[config.mk]
export PLATFORM = sky130hd
export DESIGN_NAME = simon_phase_sequencer
export DESIGN_NICKNAME = d
export VERILOG_FILES = /design/src/rtl/simon_phase_sequencer.sv
export SDC_FILE = /design/constraint.sdc
export NUM_CORES = 1
export LEC_CHECK = 0
export CORE_MARGIN = 2
export CORE_UTILIZATION = 35
export CTS_CLUSTER_SIZE = 12
export DETAILED_ROUTE_END_ITERATION = 7
export MAX_ROUTING_LAYER = met4
export PLACE_DENSITY = 0.59
export SETUP_SLACK_MARGIN = 0.15
export SYNTH_ARGS = -nofsm -noshare
export SYNTH_HDL_FRONTEND = slang
export SYNTH_SLANG_ARGS = --single-unit
[constraint.sdc]
create_clock -name clk -period 1.8 [get_ports clk]
set_input_delay 0.18 -clock clk [delete_from_list [all_inputs] [get_ports clk]]
set_output_delay 0.18 -clock clk [all_outputs]
set_load 0.005 [all_outputs]
[src/rtl/simon_phase_sequencer.sv]
// Simon Says phase sequencer: one FSM that starts the generate, display,
//   input-wait and check phase blocks in turn and consumes their done pulses.
// Owns the round counter, the input-timeout watchdog and the win/lose status.
// Ports:
//   clk, reset         clock; synchronous active-high reset
//   start_btn          start level; a rising edge starts a game from IDLE/WIN/LOSE
//   gen/disp/inp/chk_done  phase completion pulses; chk_pass qualifies chk_done
//   key_activity       button-press pulse that restarts the input watchdog
//   *_start, inp_abort one-cycle registered pulses to the phase blocks
//   round              0-based round index (sequence length = round+1)
//   busy, game_win, game_over, state_dbg  registered status/debug outputs
module simon_phase_sequencer #(
  parameter int MAX_ROUNDS     = 16,
  parameter int TIMEOUT_CYCLES = 1000000,
  parameter int TW             = 20
) (
  input  logic       clk,
  input  logic       reset,
  input  logic       start_btn,
  input  logic       gen_done,
  input  logic       disp_done,
  input  logic       inp_done,
  input  logic       key_activity,
  input  logic       chk_done,
  input  logic       chk_pass,
  output logic       gen_start,
  output logic       disp_start,
  output logic       inp_start,
  output logic       inp_abort,
  output logic       chk_start,
  output logic [3:0] round,
  output logic       busy,
  output logic       game_win,
  output logic       game_over,
  output logic [2:0] state_dbg
);

  typedef enum logic [2:0] {
    S_IDLE = 3'd0,
    S_GEN  = 3'd1,
    S_DISP = 3'd2,
    S_INP  = 3'd3,
    S_CHK  = 3'd4,
    S_WIN  = 3'd5,
    S_LOSE = 3'd6
  } state_t;

  localparam logic [TW-1:0] LAST_CNT   = TW'(TIMEOUT_CYCLES - 1);
  localparam logic [3:0]    LAST_ROUND = 4'(MAX_ROUNDS - 1);

  state_t          state_q, state_d;
  logic            start_q;
  logic [3:0]      round_q, round_d;
  logic [TW-1:0]   cnt_q, cnt_d;
  logic            timeout_d;
  logic            start_edge;

  logic gen_start_q, disp_start_q, inp_start_q, inp_abort_q, chk_start_q;
  logic busy_q, win_q, over_q;
  logic gen_start_d, disp_start_d, inp_start_d, chk_start_d;
  logic busy_d, win_d, over_d;

  assign start_edge = start_btn & ~start_q;

  // State, datapath and output registers.
  always_ff @(posedge clk) begin
    if (reset) begin
      state_q      <= S_IDLE;
      start_q      <= 1'b1;  // a button held through reset must not start a game
      round_q      <= '0;
      cnt_q        <= '0;
      gen_start_q  <= 1'b0;
      disp_start_q <= 1'b0;
      inp_start_q  <= 1'b0;
      inp_abort_q  <= 1'b0;
      chk_start_q  <= 1'b0;
      busy_q       <= 1'b0;
      win_q        <= 1'b0;
      over_q       <= 1'b0;
    end else begin
      state_q      <= state_d;
      start_q      <= start_btn;
      round_q      <= round_d;
      cnt_q        <= cnt_d;
      gen_start_q  <= gen_start_d;
      disp_start_q <= disp_start_d;
      inp_start_q  <= inp_start_d;
      inp_abort_q  <= timeout_d;
      chk_start_q  <= chk_start_d;
      busy_q       <= busy_d;
      win_q        <= win_d;
      over_q       <= over_d;
    end
  end

  // Next-state logic.
  always_comb begin
    state_d   = state_q;
    round_d   = round_q;
    cnt_d     = cnt_q;
    timeout_d = 1'b0;
    unique case (state_q)
      S_IDLE, S_WIN, S_LOSE: begin
        if (start_edge) begin
          state_d = S_GEN;
          round_d = '0;
        end
      end
      S_GEN: if (gen_done) state_d = S_DISP;
      S_DISP: begin
        if (disp_done) begin
          state_d = S_INP;
          cnt_d   = '0;
        end
      end
      S_INP: begin
        // Completion wins over a same-cycle expiry; activity restarts the watchdog.
        if (inp_done) begin
          state_d = S_CHK;
        end else if (key_activity) begin
          cnt_d = '0;
        end else if (cnt_q == LAST_CNT) begin
          state_d   = S_LOSE;
          timeout_d = 1'b1;
        end else begin
          cnt_d = cnt_q + TW'(1);
        end
      end
      S_CHK: begin
        if (chk_done) begin
          if (!chk_pass) begin
            state_d = S_LOSE;
          end else if (round_q == LAST_ROUND) begin
            state_d = S_WIN;  // checked before incrementing, so round never wraps
          end else begin
            state_d = S_DISP;  // memory is filled once per game: skip GEN
            round_d = round_q + 4'd1;
          end
        end
      end
      default: state_d = S_IDLE;
    endcase
  end

  // Output logic: next values of the registered outputs, decoded from the
  // upcoming state so every output lines up with the state it describes.
  always_comb begin
    gen_start_d  = (state_d != state_q) && (state_d == S_GEN);
    disp_start_d = (state_d != state_q) && (state_d == S_DISP);
    inp_start_d  = (state_d != state_q) && (state_d == S_INP);
    chk_start_d  = (state_d != state_q) && (state_d == S_CHK);
    busy_d       = (state_d == S_GEN) || (state_d == S_DISP) ||
                   (state_d == S_INP) || (state_d == S_CHK);
    win_d        = (state_d == S_WIN);
    over_d       = (state_d == S_LOSE);
  end

  assign gen_start  = gen_start_q;
  assign disp_start = disp_start_q;
  assign inp_start  = inp_start_q;
  assign inp_abort  = inp_abort_q;
  assign chk_start  = chk_start_q;
  assign round      = round_q;
  assign busy       = busy_q;
  assign game_win   = win_q;
  assign game_over  = over_q;
  assign state_dbg  = state_q;

endmodule

==> results.yml <==
outcome:
  outcome: "finished, violations left"
  violations: "setup timing"
synth:
  syn-num-nets: 234
  ys_seq_area_frac: 0.372
  ys.flop_type: "dfxtp_1"
  yosys-top-cells-area: "dfxtp_1, a21oi_1, or3_1, nand2_1, nor2_1"
  synth_edf_count: 0
  yosysWarnings: 0
  synth.top_cell.area_share: 0.372
  ys_async_sr_fraction: 0
  post-synth-top-count-cell: "dfxtp_1"
  netlist_area_um2: 1940
  avgSynthCellArea_um2: 8.69
  yosysTopAreaCell: "dfxtp_1"
  netlist_top_cells_count: "dfxtp_1, a21oi_1, nand2_1"
  ys_ff_latch: 36
  synth.distinct_cells: 58
  syn_inst: 223
cts:
  root_buffer: "clkbuf_8"
  numCtsBuffers: 5
  clk_path_buf_depth: 2
  clk_pin_slew_worst_paths_ns: 0.08
  cts_tree: "done"
  clock_latency_ns: 0.29
  htreeDepth: 2
  clock-sinks: 36
timing:
  skew_ns: 0.0111
  finalWorstPathRequiredPeriod_ns: 1.83
  drv_slew: 0
  tightest_slew_ns: 0.469
  fin_crit_sh: 1.02
  final-hold-violation-count: 0
  rsz0062_at_grt: "yes"
  setup_ws_ns: -0.0325
  setup_viol: 3
  max-slew-margin-rel: 0.684
  max_freq_ghz: 0.546
global_routing:
  grt_usage: 0.184
  grt_pass1_vias: 1879
  grt_max_degree: 17
  overflow: 0
  antenna_found_initial: 0
  grt_pass1_wl_mm: 8.73
final_layout:
  register_area_um2: 746
  fin_area_um2: 3130
  fin_nets: 315
  final_layout_size_suffix_gt1_frac: 0.443
  n_antenna_cell: 0
  synthToLayoutAreaGrowth_pct: 61.8
  nFillCells: 472
  multi_input_area_um2: 1420
critical_path:
  rrSetupSlack_ns: -0.03
  cp_common_cell: "buf_4"
  worstReg2RegStart: "cnt_q[10]$_SDFFE_PP0P_"
  critPathLaunchType: "register"
  worstPathArrival_ns: 2.04
  r2r_cells: 8
  crit_path_max_incr_delay_ns: 0.37
  crit_type: "reg -> reg"
  end_kind: "register"
  cp_max_fo: 6
  worstPathRequired_ns: 2.01
  regToRegEndpoint: "cnt_q[12]$_SDFFE_PP0P_"
  cp_cell_sequence: "nor4b_4 > buf_4 > nand4bb_4 > buf_12 > o21ai_4 > buf_4 > nor2_4 > a221oi_2"
  critical_path.slowest_cell: "dfxtp_4"
route:
  wire_per_inst_um: 15.4
  drc: 0
  drt_first_pass_iters: 4
  vias: 2031
  drtIter0Drc: 144
  wirelength_mm: 5.82
  postRouteAntennaNets: 0
  viasPerCell: 5.39
pwr:
  peakVddDrop_mv: 0.401
  p_leak_uw: 0.00116
  p_per_area_nw_per_um2: 491
  p_total_uw: 1540
hold_path:
  hp-start: "cnt_q[6]$_SDFFE_PP0P_"
  min_to: "cnt_q[6]$_SDFFE_PP0P_"
  min_delay_path_depth: 2
  hp-class: "reg -> reg"
place:
  globalplace.congestion: 0.816
  place_area_um2: 2620
  dpl_worst_slack_ns: -0.305
  dp_hpwl_mm: 3.78
  port_buffers: 23
floorplanning:
  rows: 27
  die_w_um: 78.4
  ios: 24
  dieArea_um2: 6140
  coreArea_um2: 5440
  start_util: 0.356
  die_h_um: 78.4
run:
  drv_cap: 0
-- cell families after synthesis --
group,after synthesis,synth area share
compound gates,57,0.199
xor+xnor,3,0.0136
fa+ha+maj,2,0.0129
buf+inv,18,0.0491
flops,36,0.372
mux,3,0.0155
simple gates,104,0.338
-- stage by stage --
stage          std cells  utilization  TNS [ns]  hold WS, ns
6_report             377        0.576   -0.0670        0.518
5_1_grt              377        0.576    -0.760        0.544
4_1_cts              370        0.535   -0.0107        0.512
3_5_place_dp         355        0.482     -4.02        0.496
3_3_place_gp         355        0.482     -3.16        0.484
2_1_floorplan        223            -         0        0.287
-- critical path: cells and delay by family, from the launching register on --
family,cells,cell delay [ns]
DFF,1,0.37
buffers and inverters,3,0.50
and+or+nand+nor,3,0.45
AOI/OAI and AO/OA,2,0.43
-- report_power, final --
| part | internal [uW] | total [uW] | switching, uW |
|---|---|---|---|
| clock | 270 | 570 | 301 |
| sequential | 800 | 807 | 7.07 |
| combinational | 87.2 | 162 | 74.7 |
| total | 1160 | 1540 | 383 |
-- how the worst max path moves through the flow --
stage / end / depth (start not counted) / startpoint
after global routing: cnt_q[12]$_SDFFE_PP0P_ / 8 / cnt_q[10]$_SDFFE_PP0P_
after detailed placement: cnt_q[9]$_SDFFE_PP0P_ / 7 / inp_done
final: cnt_q[12]$_SDFFE_PP0P_ / 8 / cnt_q[10]$_SDFFE_PP0P_
after CTS: disp_start$_SDFF_PP0_ / 7 / cnt_q[10]$_SDFFE_PP0P_
after global placement: cnt_q[9]$_SDFFE_PP0P_ / 7 / inp_done
after floorplan: cnt_q[17]$_SDFFE_PP0P_ / 7 / state_dbg[0]$_SDFF_PP0_
-- state kept, by name (all words and copies together), names as in the netlist --
register    cells
cnt_q          20
round           4
state_dbg       3
busy            1
chk_start       1
disp_start      1
game_over       1
game_win        1
gen_start       1
inp_abort       1
inp_start       1
start_q         1
-- repair_timing --
item                       4_1_cts  5_1_grt
setup endpoints to repair       25       33
gates resized for setup         34       35
buffers inserted                 7        7
pin swaps                       23       15
hold buffers                     0        0
-- layer usage --
| layer | GRT usage | wire length (um) |
|---|---|---|
| met1 | 0.238 | 2680 |
| met2 | 0.292 | 2800 |
| met3 | 0.0356 | 226 |
| met4 | 0.0596 | 114 |
| met5 | - | 0 |
-- final cells by class --
class	count	area share
Multi-Input combinational cell	169	0.453
Timing Repair Buffer	85	0.244
Clock inverter	3	0.00599
Inverter	7	0.00839
Clock buffer	5	0.0220
Sequential cell	36	0.238
Tap cell	72	0.0288
-- cell usage in the layout, fill, tap and decap left out, types with 4 or more instances in the layout --
cell / netlist / final
nand2_1: 15 / 14
buf_4: 3 / 51
o21ai_0: 9 / 9
buf_6: 2 / 8
nand3b_1: 5 / 5
inv_1: 7 / 7
or4_1: 5 / 4
nand3_1: 8 / 7
clkbuf_8: 0 / 5
dfxtp_1: 36 / 22
nor2b_1: 6 / 4
clkdlybuf4s50_1: 0 / 23
nand2b_1: 5 / 5
a21oi_2: 0 / 5
nor2_1: 13 / 11
o211ai_1: 6 / 6
or3_1: 10 / 9
a21oi_1: 17 / 11
dfxtp_2: 0 / 11
nand4_1: 4 / 4
(Power assumes the default switching activity.)
==> patch 1 (same settings) <==
Register the output `state_dbg` once more, with the module's reset; this adds one clock of latency there. The other outputs are not delayed to match. Comments in the files are not updated.
--- a/src/rtl/simon_phase_sequencer.sv
+++ b/src/rtl/simon_phase_sequencer.sv
@@ -164,7 +164,13 @@
   assign busy       = busy_q;
   assign game_win   = win_q;
   assign game_over  = over_q;
-  assign state_dbg  = state_q;
+  always_ff @(posedge clk) begin
+    if (reset) begin
+      state_dbg <= '0;
+    end else begin
+      state_dbg <= state_q;
+    end
+  end
 
 endmodule
 
Formal check against the unedited RTL: not equivalent (a bounded check fails within 4 cycles, from zero or initial values and one cycle with reset high).
==> patch 1 against the unedited design <==
  * The flow still finishes with violations (negative setup slack)
  * First-iteration DRC count is 21% lower
  * Final area stayed put
  * Setup slack worse by 0.00053 ns
  * Final cell count is 0.53% higher
  * Sequential cell count is 3 higher
  * Routed wire length is 8.4% lower
  * Synthesized area is 1.2% lower
  * Count of clock-buffer cells in the layout stayed put
  * Sequential share of layout area is 2.1 points higher
  * Critical path depth is 3 lower
  * Critical path type unchanged
  * Critical endpoint is now cnt_q[17]
  * Largest cell class unchanged
Power is not compared: it rests on default switching activity, and its combinational part moved more than twofold at a synthesized area within 25%.
==> patch 1: results (changes against the unedited design) <==
| Metric | Value |
|---|---|
| Status | `complete, but fails checks` |
| Failing checks | `negative setup slack` |
| Most frequent cells after synthesis | `dfxtp_1, nand2_1, a21oi_1, nor2_1, o21ai_0` |
| Synth cell types | `46 (-21%)` |
| Met3 routed WL | `161 um (-29%)` |
| WL met2 | `2.42 mm (-14%)` |
| Final setup viols | `5 (+2)` |
| Fin worst setup slack | `-0.0330 ns (-0.000529 ns)` |
| First-pass GRT wire length | `8.96 mm (+2.6%)` |
| Iteration-0 DRC count of the detailed router | `114 (-21%)` |
| M1 WL | `2.69 mm (+0.22%)` |
| Slew headroom | `63.9% (-4.6 points)` |
| DP Area | `2600 um^2 (-0.91%)` |
| Gr usage total | `19.2% (+0.79 points)` |
| Grt met3 use | `5.23% (+1.7 points)` |
| Setup bufs post-CTS | `8 (+1)` |
| Hold EP | `cnt_q[19]` |
| Clk_lat worst skew | `0.31 ns (+0.02 ns)` |
| Worst Skew | `0.0142 ns (+0.00302 ns)` |
| CP Max Fanout | `8 (+2)` |
| Grt met2 use | `28.4% (-0.86 points)` |
| Final Routed Wirelength | `5.33 mm (-8.4%)` |
| FF-to-FF path depth | `5 (-3)` |
| Main area contributors after synthesis | `dfxtp_1, a21oi_1, nand2_1, o21ai_0, or4_1` |
| WP data arrival | `2.07 ns (+0.03 ns)` |
| Met1 Use GR | `25.4% (+1.6 points)` |
| Fill count | `462 (-2.1%)` |
| Reg2reg start | `cnt_q[5]` |
-- patch 1: cell count changes after synthesis, moves of 3 or more --
cell | before | now
or4_1 | 5 | 9
a21oi_1 | 17 | 20
nand3_1 | 8 | 12
o21ai_0 | 9 | 14
nand2_1 | 15 | 23
dfxtp_1 | 36 | 39
buf_4 | 3 | 0
clkbuf_1 | 5 | 9
-- patch 1: cells by family after synthesis --
logic type	after synthesis	share of synthesized area [%]
AO/OA/AOI/OAI	60	19.5
XOR/XNOR	4	1.83
adder cells (fa/ha/maj)	2	1.31
buffers and inverters	20	3.99
flip-flops	39	40.8
multiplexers	3	1.64
AND/OR/NAND/NOR	104	30.9
-- patch 1: worst max-delay path by stage --
| stage | start | end | slack (ns) |
|---|---|---|---|
| floorplan | cnt_q[5] | cnt_q[17] | -0.07 |
| global placement | disp_done | cnt_q[14] | -0.17 |
| detailed placement | key_activity | disp_start | -0.21 |
| CTS | cnt_q[5] | cnt_q[17] | -0.03 |
| global route | cnt_q[8] | cnt_q[5] | -0.11 |
| finish | cnt_q[5] | cnt_q[17] | -0.03 |
-- patch 1: cell type report --
type	count	area (um^2)	share of cell area [%]
clock buffers	5	68.8	2.20
multi-input cells	173	1350	43.1
clock inverters	3	66.3	2.12
well taps	70	87.6	2.80
flip-flops and latches	39	812	25.9
repair buffers	80	713	22.8
inverters	9	36.3	1.16
-- patch 1: stage by stage --
stage | hold slack (ns) | cells | setup WS [ns] | total power (W)
after global routing | 0.547 | 379 | -0.114 | 0.00224
after CTS | 0.491 | 373 | -0.0291 | 0.00213
after detailed placement | 0.475 | 357 | -0.213 | 0.00120
after global placement | 0.469 | 357 | -0.170 | 0.00119
final | 0.512 | 379 | -0.0330 | 0.00214
after floorplan | 0.287 | 232 | -0.0693 | 0.00106
==> patch 2 (same settings) <==
Without the edit above. `TIMEOUT_CYCLES`: 1000000 -> 524288.
--- a/src/rtl/simon_phase_sequencer.sv
+++ b/src/rtl/simon_phase_sequencer.sv
@@ -11,7 +11,7 @@
 //   busy, game_win, game_over, state_dbg  registered status/debug outputs
 module simon_phase_sequencer #(
   parameter int MAX_ROUNDS     = 16,
-  parameter int TIMEOUT_CYCLES = 1000000,
+  parameter int TIMEOUT_CYCLES = 524288,
   parameter int TW             = 20
 ) (
   input  logic       clk,
Behaviour: same outputs for any inputs over 10 cycles, from zero or initial values and one cycle with reset high; that may be too few to reach the edited logic, so the function may still have changed.
==> patch 2 against the unedited design <==
  * The flow still finishes with violations (negative setup slack)
  * Synthesized cell count rose by 4.5%
  * Highest routed layer unchanged
  * Setup slack got worse by 0.13 ns
  * Routed wire length rose by 2.8%
  * Global-route usage rose by 0.46 points
  * Sequential cell count did not move
  * Non-clock buffer count rose by 7
  * Synthesized area rose by 6.3%
  * Final area rose by 6.7%
Power is not compared: it rests on default switching activity, and its combinational part moved more than twofold at a synthesized area within 25%.
==> patch 2: results (changes against the unedited design) <==
| Metric | Value |
|---|---|
| # diodes | `0 (unchanged)` |
| Via/cell ratio | `5.53 (+2.7%)` |
| Mux cell area share after synthesis | `1.03% (-0.52 points)` |
| Main area contributors after synthesis | `dfxtp_1, a21oi_1, nor2_1, o21ai_0, nand2_1` |
| First-pass GRT wire length | `9.34 mm (+7.0%)` |
| Max clock buf depth | `2 (unchanged)` |
| Static Leak | `1.18 nW` |
| Root buf cell | `clkbuf_8` |
| Sequential element share of the synthesized area | `35.0% (-2.2 points)` |
| Port bufs | `23 (unchanged)` |
| CTS Buf Count | `5 (unchanged)` |
| Fin worst setup slack | `-0.161 ns (-0.129 ns)` |
| Hold Crit Class | `reg -> reg` |
| CP Max Fanout | `6 (unchanged)` |
| Detailed placement HPWL | `3.99 mm (+5.7%)` |
| Largest net degree at the start of global routing | `26 (+9)` |
| Worst Skew | `0.00636 ns (-0.00478 ns)` |
| H-tree levels | `2 (unchanged)` |
| Synth async-reset ratio | `0% (unchanged)` |
| Setup_tns | `-1.44 ns (-1.37 ns)` |
| Max VDD drop | `~0.00027 V` |
| Final setup viols | `24 (+21)` |
| Biggest register | `cnt_q` |
| Max reg flops | `20 (unchanged)` |
| Placement Setup Slack | `-0.290 ns (+0.0147 ns)` |
| Gr usage total | `18.9% (+0.46 points)` |
| Most frequent cells after synthesis | `dfxtp_1, nor2_1, a21oi_1, nand2_1, o21ai_0` |
| Syn nets | `244 (+4.3%)` |
| Post-Synth XOR/XNOR Area | `2.55% (+1.2 points)` |
| Nets@finish | `336 (+6.7%)` |
| FF-to-FF path depth | `6 (-2)` |
| Clock slew at reported path FFs | `0.08 ns (about the same)` |
| Reg2reg start | `state_dbg[2]` |
| GPL Wtd Cong | `0.818 (+0.20%)` |
| Post-Synth Adder-Cell Area | `1.22% (-0.076 points)` |
| Compound-Gate Fraction of Synth Area | `22.2% (+2.4 points)` |
| Fill count | `503 (+6.6%)` |
| Routed WL per cell | `15.0 um (-2.6%)` |
| Iteration-0 DRC count of the detailed router | `136 (-5.6%)` |
| WP data arrival | `2.14 ns (+0.10 ns)` |
| Initial DRT Pass Iterations | `4 (unchanged)` |
| DP Area | `2860 um^2 (+9.0%)` |
| Status | `complete, but fails checks` |
| Clk_lat worst skew | `0.29 ns (about the same)` |
| CP Launch Type | `flip-flop` |
| Failing checks | `negative setup slack` |
| Initial antenna violation count | `0 (unchanged)` |
| Slew headroom | `58.2% (-10 points)` |
| Critical Path Sink | `cnt_q[13]` |
| Layout cells sized above 1 | `45.4% (+1.1 points)` |
| Vias in the first global route | `2041 (+8.6%)` |
| Synth cell types | `64 (+10%)` |
| Yosys warning count | `0 (unchanged)` |
-- patch 2: power breakdown --
part | internal (W) | switching (W)
combinational | 0.000286 | 0.000250
sequential | 0.000825 | 0.0000314
clock | 0.000310 | 0.000314
total | 0.00142 | 0.000595
-- patch 2: cell type report --
type                       count  area, um^2  area share (%)
multi-input combinational    186        1590            47.5
sequential                    36         752            22.5
inverter                       4        15.0           0.449
clock buffer                   6        82.6            2.47
clock inverter                 2        15.0           0.449
timing repair buffer          92         800            23.9
tap                           72        90.1            2.69
-- patch 2: logic make-up (layout without fill, tap and decap cells) --
logic type | count (synthesis) | in the layout
mux | 2 | 2
simple gates | 113 | 113
xor+xnor | 6 | 6
buf+inv | 13 | 104
flops | 36 | 36
compound gates | 61 | 63
fa+ha+maj | 2 | 2
-- patch 2: per-layer routing --
| metal | vias up | global-route usage, % | wire [um] |
|---|---|---|---|
| li1 | 1087 | - | - |
| met1 | 1064 | 23.8 | 2840 |
| met2 | 39 | 30.1 | 2840 |
| met3 | 12 | 3.48 | 159 |
| met4 | 0 | 7.12 | 142 |
| met5 | - | - | 0 |
-- patch 2: worst max-delay path: stages (launching register included) --
cell	delay [ns]
dfxtp_4	0.36
and4bb_4	0.40
nor4_4	0.09
a2111oi_0	0.62
buf_4	0.22
xnor2_1	0.12
nor2_1	0.05
-- patch 2: worst min path at each step --
stage | start | endpoint | slack, ns | cells past startpoint
5_1_grt | start_btn | start_q | 0.55 | 2
2_1_floorplan | start_btn | start_q | 0.29 | 1
4_1_cts | cnt_q[10] | cnt_q[10] | 0.50 | 2
6_report | cnt_q[10] | cnt_q[10] | 0.52 | 2
3_3_place_gp | cnt_q[10] | cnt_q[10] | 0.48 | 2
3_5_place_dp | cnt_q[10] | cnt_q[10] | 0.49 | 2
-- patch 2: what timing repair did --
| item | 4_1_cts | 5_1_grt |
|---|---|---|
| pin swaps | 19 | 13 |
| setup endpoints to repair | 31 | 32 |
| buffers inserted | 7 | 6 |
| gates resized for setup | 35 | 27 |
| cloned | 0 | 2 |
-- patch 2: per-stage QoR --
stage | util (%) | power (W) | hold slack, ns | instances
after floorplan | - | 0.00110 | 0.287 | 233
after global placement | 51.0 | 0.00130 | 0.482 | 375
after detailed placement | 51.0 | 0.00130 | 0.488 | 375
after CTS | 56.2 | 0.00198 | 0.502 | 390
after global routing | 59.6 | 0.00211 | 0.545 | 398
final | 59.6 | 0.00202 | 0.516 | 398
